[src/rtl/logic_unit_pipe_if.sv]
// Operand/result handshake bundle for logic_unit_pipe.
// The slave modport is the unit's view; the master modport is the producer/consumer side.
interface logic_unit_pipe_if #(
    parameter int unsigned WIDTH = 4,
    parameter int unsigned CNT_W = 8
);
    logic             in_valid;
    logic             in_ready;
    logic [WIDTH-1:0] in_a;
    logic [WIDTH-1:0] in_b;
    logic [2:0]       in_op;
    logic             out_valid;
    logic             out_ready;
    logic [WIDTH-1:0] out_y;
    logic             out_zero;
    logic             out_ones;
    logic             out_parity;
    logic [CNT_W-1:0] out_count;

    modport master (
        output in_valid, in_a, in_b, in_op, out_ready,
        input  in_ready, out_valid, out_y, out_zero, out_ones, out_parity, out_count
    );

    modport slave (
        input  in_valid, in_a, in_b, in_op, out_ready,
        output in_ready, out_valid, out_y, out_zero, out_ones, out_parity, out_count
    );
endinterface

[src/rtl/logic_unit_pipe.sv]
// Pipelined WIDTH-bit bitwise logic unit with valid/ready on both sides,
// a 2-entry main/skid buffer, stored result flags and a wrapping drain counter.
module logic_unit_pipe #(
    parameter int unsigned WIDTH = 4,
    parameter int unsigned CNT_W = 8
) (
    input  logic                clk,
    input  logic                rst_n,
    logic_unit_pipe_if.slave    bus
);

    localparam int unsigned OP_W = 3;

    typedef struct packed {
        logic [WIDTH-1:0] y;
        logic             zero;
        logic             ones;
        logic             parity;
    } beat_t;

    localparam beat_t BEAT_RST = '{y: '0, zero: 1'b1, ones: 1'b0, parity: 1'b0};

    beat_t            beat_c;
    beat_t            m_q;
    beat_t            s_q;
    logic             m_full_q;
    logic             in_ready_q;
    logic [CNT_W-1:0] count_q;
    logic             accept_c;
    logic             drain_c;

    // Result and flags for the beat currently offered at the input.
    always_comb begin
        beat_c = BEAT_RST;
        unique case (bus.in_op)
            OP_W'(0): beat_c.y = ~bus.in_a;
            OP_W'(1): beat_c.y = bus.in_a & bus.in_b;
            OP_W'(2): beat_c.y = bus.in_a | bus.in_b;
            OP_W'(3): beat_c.y = bus.in_a ^ bus.in_b;
            OP_W'(4): beat_c.y = ~(bus.in_a & bus.in_b);
            OP_W'(5): beat_c.y = ~(bus.in_a | bus.in_b);
            OP_W'(6): beat_c.y = ~(bus.in_a ^ bus.in_b);
            default:  beat_c.y = bus.in_a;
        endcase
        beat_c.zero   = ~|beat_c.y;
        beat_c.ones   = &beat_c.y;
        beat_c.parity = ^beat_c.y;
    end

    assign accept_c = bus.in_valid & in_ready_q;
    assign drain_c  = m_full_q & bus.out_ready;

    // in_ready_q doubles as "skid entry empty", so the ready output is a flop.
    always_ff @(posedge clk or negedge rst_n) begin
        if (!rst_n) begin
            m_q        <= BEAT_RST;
            s_q        <= BEAT_RST;
            m_full_q   <= 1'b0;
            in_ready_q <= 1'b1;
        end else if (!m_full_q) begin
            if (accept_c) begin
                m_q      <= beat_c;
                m_full_q <= 1'b1;
            end
        end else if (!in_ready_q) begin
            if (drain_c) begin
                m_q        <= s_q;
                in_ready_q <= 1'b1;
            end
        end else if (drain_c) begin
            if (accept_c) begin
                m_q <= beat_c;
            end else begin
                m_full_q <= 1'b0;
            end
        end else if (accept_c) begin
            s_q        <= beat_c;
            in_ready_q <= 1'b0;
        end
    end

    // Completed-transaction counter, wraps naturally at 2^CNT_W.
    always_ff @(posedge clk or negedge rst_n) begin
        if (!rst_n) begin
            count_q <= '0;
        end else if (drain_c) begin
            count_q <= count_q + CNT_W'(1);
        end
    end

    assign bus.in_ready   = in_ready_q;
    assign bus.out_valid  = m_full_q;
    assign bus.out_y      = m_q.y;
    assign bus.out_zero   = m_q.zero;
    assign bus.out_ones   = m_q.ones;
    assign bus.out_parity = m_q.parity;
    assign bus.out_count  = count_q;

endmodule

[src/flat_wrapper.sv]
// flat-port wrapper written by rule: the top's interface ports become plain ports
module logic_unit_pipe_flat 
#(
    parameter int unsigned WIDTH = 4,
    parameter int unsigned CNT_W = 8
)
  (clk, rst_n, bus_in_valid, bus_in_a, bus_in_b, bus_in_op, bus_out_ready, bus_in_ready, bus_out_valid, bus_out_y, bus_out_zero, bus_out_ones, bus_out_parity, bus_out_count);
  logic_unit_pipe_if #(.WIDTH(WIDTH), .CNT_W(CNT_W)) bus_i ();
  input  logic clk;
  input  logic rst_n;
  input wire logic [$bits(bus_i.in_valid)-1:0] bus_in_valid;
  input wire logic [$bits(bus_i.in_a)-1:0] bus_in_a;
  input wire logic [$bits(bus_i.in_b)-1:0] bus_in_b;
  input wire logic [$bits(bus_i.in_op)-1:0] bus_in_op;
  input wire logic [$bits(bus_i.out_ready)-1:0] bus_out_ready;
  output wire logic [$bits(bus_i.in_ready)-1:0] bus_in_ready;
  output wire logic [$bits(bus_i.out_valid)-1:0] bus_out_valid;
  output wire logic [$bits(bus_i.out_y)-1:0] bus_out_y;
  output wire logic [$bits(bus_i.out_zero)-1:0] bus_out_zero;
  output wire logic [$bits(bus_i.out_ones)-1:0] bus_out_ones;
  output wire logic [$bits(bus_i.out_parity)-1:0] bus_out_parity;
  output wire logic [$bits(bus_i.out_count)-1:0] bus_out_count;
  assign bus_i.in_valid = bus_in_valid;
  assign bus_i.in_a = bus_in_a;
  assign bus_i.in_b = bus_in_b;
  assign bus_i.in_op = bus_in_op;
  assign bus_i.out_ready = bus_out_ready;
  assign bus_in_ready = bus_i.in_ready;
  assign bus_out_valid = bus_i.out_valid;
  assign bus_out_y = bus_i.out_y;
  assign bus_out_zero = bus_i.out_zero;
  assign bus_out_ones = bus_i.out_ones;
  assign bus_out_parity = bus_i.out_parity;
  assign bus_out_count = bus_i.out_count;
  logic_unit_pipe #(.WIDTH(WIDTH), .CNT_W(CNT_W)) u_core (.clk(clk), .rst_n(rst_n), .bus(bus_i));
endmodule
[config.mk]
export PLATFORM = sky130hd
export DESIGN_NAME = logic_unit_pipe_flat
export DESIGN_NICKNAME = d
export VERILOG_FILES = /design/src/rtl/logic_unit_pipe_if.sv /design/src/rtl/logic_unit_pipe.sv /design/src/flat_wrapper.sv
export SDC_FILE = /design/constraint.sdc
export NUM_CORES = 1
export LEC_CHECK = 0
export CAP_MARGIN = 20
export CORE_UTILIZATION = 55
export DETAILED_ROUTE_END_ITERATION = 8
export GPL_ROUTABILITY_DRIVEN = 1
export GPL_TIMING_DRIVEN = 0
export PLACE_DENSITY = 0.91
export SYNTH_ARGS = -nofsm -noshare
export SYNTH_HDL_FRONTEND = slang
export SYNTH_SLANG_ARGS = --single-unit
[constraint.sdc]
create_clock -name clk -period 3 [get_ports clk]
set_input_delay 0.45 -clock clk [delete_from_list [all_inputs] [get_ports clk]]
set_output_delay 0.45 -clock clk [all_outputs]
set_load 0.01 [all_outputs]
==> impl_metrics.ini, run 1 <==
[status]
status = completed

[critical_path]
r2r_start = u_core.bus.in_ready$_DFFE_PN1P_
cp-startpoint = bus_in_b[2]
path_depth = 12
worstPathArrival_ns = 3.08
r2r_cells = 5
cp_top_family = compound AO/OA/AOI/OAI gates
crit_path_start_kind = input port
cpMaxStageDelayCell = clkdlybuf4s50_1
crit_top_cell = nor2_1
crit_end = u_core.bus.out_parity$_DFFE_PN0P_
r2r_slack_ns = 1.34
cp_max_fo = 4
cp-end-kind = flip-flop
crit_buf_inv = 2
critical_path_class = input port to flip-flop
critical_path_required_ns = 3.23
r2r-end = u_core.bus.out_ones$_DFFE_PN0P_
crit_chain = clkdlybuf4s50_1 > inv_1 > ha_4 > mux2i_1 > nor2_1 > o31a_1 > or2_1 > ha_1 > xor2_1 > o22ai_1 > nor2_1 > o221a_2
critPathMaxStageDelay_ns = 0.48

[timing]
max_slew.worst_pin.slew_ns = 0.574
fmaxAchievable_mhz = 350
period_share = 0.952
maxSlewViolCount = 0
post-route-min-period_ns = 2.86
finalHoldViolations = 0
setup_violations = 0
tns_ns = 0
max_slew_margin = 0.616
rsz0062_at_grt = no
finalClockSkew_ns = 0.00180

[global_routing]
grt_pass1_wl_um = 5900
grt_remaining_overflow = 0
first_global_vias = 1332
antenna_found_initial = 0
grt.total_usage = 0.224
grt_max_degree = 25

[yosys]
async_flop_share = 1.00
synth_top_family_by_area = simple AND/OR/NAND/NOR gates
synthCells = 197
synth_mux_area_frac = 0.0428
ys_seq_area_frac = 0.345
synthXorXnorAreaFrac = 0.0400
syn_avg_cell_area_um2 = 8.90
synth_edf_count = 0
synthAdderAreaFrac = 0.0928
syn_area_mm2 = 0.00175
synth-simple-area-share = 0.228
synth_nets = 225
synth_flop_cell = dfrtp_1
yosys_warnings = 0
synth-seq-cells = 24
synth_compound_area_frac = 0.186
synth_cell_types = 50

[finish]
fillers = 229
syn2layout_area_growth_pct = 24.4
insertedDiodeCount = 0
drive_gt1_frac = 0.142
final_nets = 261

[cts]
cts.sinks = 24
clock_latency_ns = 0.32
numCtsBuffers = 3
post_cts_buffers = 0
cts_tree = yes
ctsLongestPathBuffers = 2
clk_pin_slew_ns = 0.13
root_buffer = clkbuf_4
htree_levels = 1

[pwr]
power.leakage_nw = 1.01
worst_ir_drop_vdd_uv = 145
total_power_w = 0.000625
p_per_area_mw_per_mm2 = 287

[routing]
drt-total-wl_um = 3420
via_per_inst = 5.55
drt-pass1-iter-count = 4
drt_iter0_drc = 77
antenna_left = 0
dr_total_vias = 1531
drcViolationCount = 0
wl_per_cell_um = 12.4

[die]
dieArea_mm2 = 0.00342
core_area_mm2 = 0.00303
io-pin-count = 32
start_util = 0.579
die_h_um = 58.5
row_count = 20
fp.dieW_um = 58.5

[placed_design]
port_buffers = 30
gp_congestion = 0.825
hpwl_um = 2580

[flow_run]
cap_viol_max_count = 0

[worst_hold_path]
hp-class = input port to asynchronous set/reset pin
[state kept, by name, summed over array words and instances, names as in the netlist]
name / cells
u_core.bus.out_count: 8
u_core.s_q: 7
u_core.bus.out_y: 4
u_core.bus.in_ready: 1
u_core.bus.out_ones: 1
u_core.bus.out_parity: 1
u_core.bus.out_valid: 1
u_core.bus.out_zero: 1
[final cells by class]
cell class	instances	area, um^2	area share
Timing Repair Buffer	31	318	0.146
Multi-Input combinational cell	151	1050	0.483
Sequential cell	24	604	0.277
Buffer	10	70.1	0.0321
Clock buffer	4	36.3	0.0166
Tap cell	44	55.1	0.0252
Inverter	12	45.0	0.0207
[power by group]
part | switching (W) | total (W) | internal [W]
sequential | 0.00000000000000000000105 | 0.000324 | 0.000324
combinational | 0.0000655 | 0.000128 | 0.0000620
clock | 0.0000996 | 0.000174 | 0.0000743
total | 0.000165 | 0.000625 | 0.000460
[metrics by stage]
step | setup slack (ns) | hold WS, ns | instance area (um^2) | instances | utilization
6_report | 0.145 | 0.477 | 2180 | 276 | 0.720
5_1_grt | 0.0138 | 0.515 | 2180 | 276 | 0.720
3_3_place_gp | -0.240 | 0.459 | 2110 | 271 | 0.696
4_1_cts | 0.0621 | 0.501 | 2140 | 275 | 0.708
3_5_place_dp | -0.284 | 0.476 | 2110 | 271 | 0.696
2_1_floorplan | 0.467 | 0.154 | 1750 | 197 | -
[how the worst min path moves through the flow]
stage,endpoint,cells after the start
CTS,u_core.bus.out_count[7]$_DFFE_PN0P_,1
finish,u_core.bus.out_count[7]$_DFFE_PN0P_,1
global route,u_core.bus.out_count[5]$_DFFE_PN0P_,1
global placement,u_core.bus.out_count[7]$_DFFE_PN0P_,1
floorplan,u_core.bus.out_count[0]$_DFFE_PN0P_,0
detailed placement,u_core.s_q[1]$_DFFE_PN0P_,2
[layer usage]
layer | global-route usage | up-vias | part of all wire
met5 | 0 | - | 0
met4 | 0.0918 | 0 | 0.017
met3 | 0.0198 | 5 | 0.035
met2 | 0.389 | 44 | 0.47
met1 | 0.288 | 715 | 0.47
li1 | - | 767 | -
[placed cells by master, fill, tap and decap left out, types with 4 or more instances in the layout]
cell type	synthesis	routed
xor2_1	4	4
and2_1	4	4
nor2_1	16	16
mux2_2	4	4
xnor2_1	4	4
ha_1	13	12
a21oi_1	7	7
o21ai_0	11	10
dfrtp_1	21	21
clkdlybuf4s50_1	0	29
nand3_1	9	9
inv_1	11	11
or2_2	4	4
buf_2	5	5
nand3b_1	5	5
a31oi_1	4	4
nand2_1	19	19
nand2b_1	6	6
[repair_timing]
action | in CTS | in global routing
resized for setup | 0 | 4
hold buffers | 0 | 0
endpoints found under the setup margin | 0 | 1
hold endpoints to repair | 0 | 0
[worst reg2reg max path, stage by stage, from the launching register on]
cell and delay [ns]:
dfstp_2 0.55, buf_2 0.18, clkbuf_1 0.40, nand3_1 0.18, a21oi_1 0.18, a211oi_1 0.06
[cell families after synthesis]
| group | count (synthesis) |
|---|---|
| buf+inv | 22 |
| xor+xnor | 8 |
| fa+ha+maj | 13 |
| compound gates | 46 |
| mux | 7 |
| simple gates | 77 |
| flops | 24 |
[cell usage after synthesis, drive strengths merged (5+ instances only)]
| library cell | instances | share of area |
|---|---|---|
| a21oi | 7 | 0.020 |
| a31oi | 5 | 0.021 |
| and2 | 5 | 0.018 |
| buf | 9 | 0.038 |
| dfrtp | 21 | 0.30 |
| ha | 13 | 0.093 |
| inv | 12 | 0.026 |
| nand2 | 19 | 0.041 |
| nand2b | 6 | 0.021 |
| nand3 | 9 | 0.026 |
| nand3b | 5 | 0.021 |
| nor2 | 17 | 0.038 |
| o21ai | 11 | 0.031 |
| or2 | 5 | 0.018 |
Power figures use the tool's default switching activity.
==> run 2, diff against run 1 <==
--- a/config.mk
+++ b/config.mk
@@ -6,11 +6,11 @@
 export NUM_CORES = 1
 export LEC_CHECK = 0
 export CAP_MARGIN = 20
-export CORE_UTILIZATION = 55
+export CORE_UTILIZATION = 50
 export DETAILED_ROUTE_END_ITERATION = 8
 export GPL_ROUTABILITY_DRIVEN = 1
 export GPL_TIMING_DRIVEN = 0
-export PLACE_DENSITY = 0.91
+export PLACE_DENSITY = 0.85
 export SYNTH_ARGS = -nofsm -noshare
 export SYNTH_HDL_FRONTEND = slang
 export SYNTH_SLANG_ARGS = --single-unit
==> impl_metrics.ini, run 2 (synthesized netlist as in run 1, its figures left out) <==
[pwr]
p_per_area_mw_per_mm2 = 311
total_power_w = 0.000689
power.leakage_nw = 1.02
worst_ir_drop_vdd_uv = 192

[global_routing]
grt_pass1_wl_um = 5830
first_global_vias = 1330
antenna_found_initial = 0
grt.total_usage = 0.206
grt_remaining_overflow = 0
grt_max_degree = 25

[cts]
htree_levels = 1
clock_latency_ns = 0.32
cts_tree = yes
clk_pin_slew_ns = 0.13
post_cts_buffers = 0
cts.sinks = 24
ctsLongestPathBuffers = 2
numCtsBuffers = 3
root_buffer = clkbuf_4

[critical_path]
crit_top_cell = nor2_1
critical_path_class = input port to flip-flop
r2r_slack_ns = 1.36
cpMaxStageDelayCell = clkdlybuf4s50_1
r2r_start = u_core.bus.in_ready$_DFFE_PN1P_
critPathMaxStageDelay_ns = 0.50
path_depth = 12
crit_chain = clkdlybuf4s50_1 > inv_1 > ha_4 > mux2i_1 > nor2_1 > o31a_1 > or2_1 > ha_1 > xor2_1 > o22ai_1 > nor2_1 > o221a_2
r2r-end = u_core.s_q[3]$_DFFE_PN0P_
cp-end-kind = flip-flop
r2r_cells = 5
cp_top_family = compound AO/OA/AOI/OAI gates
critical_path_required_ns = 3.22
crit_path_start_kind = input port
cp_max_fo = 4
worstPathArrival_ns = 3.07
crit_buf_inv = 2

[finish]
insertedDiodeCount = 0
largest_register_ff_count = 8
final_common_cell = clkdlybuf4s50_1
ff_latch_area_um2 = 604
drive_gt1_frac = 0.142
syn2layout_area_growth_pct = 26.2
layout_common_cells = 29 x clkdlybuf4s50_1, 21 x dfrtp_1, 19 x nand2_1, 16 x nor2_1, 12 x ha_1
multi_input_area_mm2 = 0.00105
fillers = 297
final_nets = 261

[timing]
tns_ns = 0
fmaxAchievable_mhz = 351
max_slew_margin = 0.698
finalHoldViolations = 0
finalClockSkew_ns = 0.00588
period_share = 0.949
rsz0062_at_grt = no
maxSlewViolCount = 0
hold-worst-slack_ns = 0.409
setup_violations = 0
post-route-min-period_ns = 2.85
max_slew.worst_pin.slew_ns = 0.454

[flow_run]
cap_viol_max_count = 0

[routing]
drcViolationCount = 0
drt_iter0_drc = 83
wl_per_cell_um = 12.6
antenna_left = 0
dr_total_vias = 1500
drt-total-wl_um = 3510
drt-pass1-iter-count = 4
via_per_inst = 5.40

[die]
start_util = 0.525
dieArea_mm2 = 0.00375
die_h_um = 61.2
io-pin-count = 32
row_count = 21
fp.dieW_um = 61.2
core_area_mm2 = 0.00334

[worst_hold_path]
hp-class = input port to asynchronous set/reset pin

[placed_design]
port_buffers = 30
gp_congestion = 0.829
hpwl_um = 2620

[status]
status = completed
==> run 2: cell types whose count changed in the layout (fill, tap and decap cells not counted), sizes merged <==
cell	previous run	this run
bufinv	0	1
clkbuf	5	4
==> run 2: where the power goes <==
group          internal, W              switching (W)
Clock             0.000135                  0.0000975
Sequential        0.000324  0.00000000000000000000108
Combinational    0.0000641                  0.0000685
==> run 2: worst max-delay path by stage <==
stage                 from                                 to  slack (ns)
2_1_floorplan  bus_in_b[2]  u_core.bus.out_parity$_DFFE_PN0P_        0.47
3_3_place_gp   bus_in_a[3]  u_core.bus.out_parity$_DFFE_PN0P_       -0.22
3_5_place_dp   bus_in_a[3]  u_core.bus.out_parity$_DFFE_PN0P_       -0.25
4_1_cts        bus_in_a[3]  u_core.bus.out_parity$_DFFE_PN0P_        0.08
5_1_grt        bus_in_b[2]  u_core.bus.out_parity$_DFFE_PN0P_        0.01
6_report       bus_in_b[2]  u_core.bus.out_parity$_DFFE_PN0P_        0.15
==> run 2: through the flow <==
stage / instance area [um^2] / util / setup slack, ns / instances
after floorplan: 1750 / - / 0.467 / 197
after global placement: 2110 / 0.633 / -0.218 / 273
after detailed placement: 2110 / 0.633 / -0.255 / 273
after CTS: 2160 / 0.648 / 0.0849 / 277
after global routing: 2210 / 0.663 / 0.0110 / 278
final: 2210 / 0.663 / 0.152 / 278
==> run 2: final cells by class <==
cell class / count / share of cell area
plain buffers: 10 / 0.0317
clock buffers: 3 / 0.0102
clock inverters: 1 / 0.0136
inverters: 12 / 0.0204
multi-input cells: 151 / 0.476
flip-flops and latches: 24 / 0.273
well taps: 46 / 0.0260
repair buffers: 31 / 0.149
==> run 2: what timing repair did <==
action                                 4_1_cts  5_1_grt
hold buffers                                 0        0
resized for setup                            0        4
endpoints found under the hold margin        0        0
setup endpoints to repair                    0        1
==> run 2: routing by layer <==
| layer | wire length, um | up-vias | GRT usage |
|---|---|---|---|
| met5 | 0 | - | 0 |
| met4 | 27 | 0 | 0.0714 |
| met3 | 90 | 3 | 0.0210 |
| met2 | 1710 | 30 | 0.345 |
| met1 | 1690 | 705 | 0.278 |
| li1 | - | 762 | - |
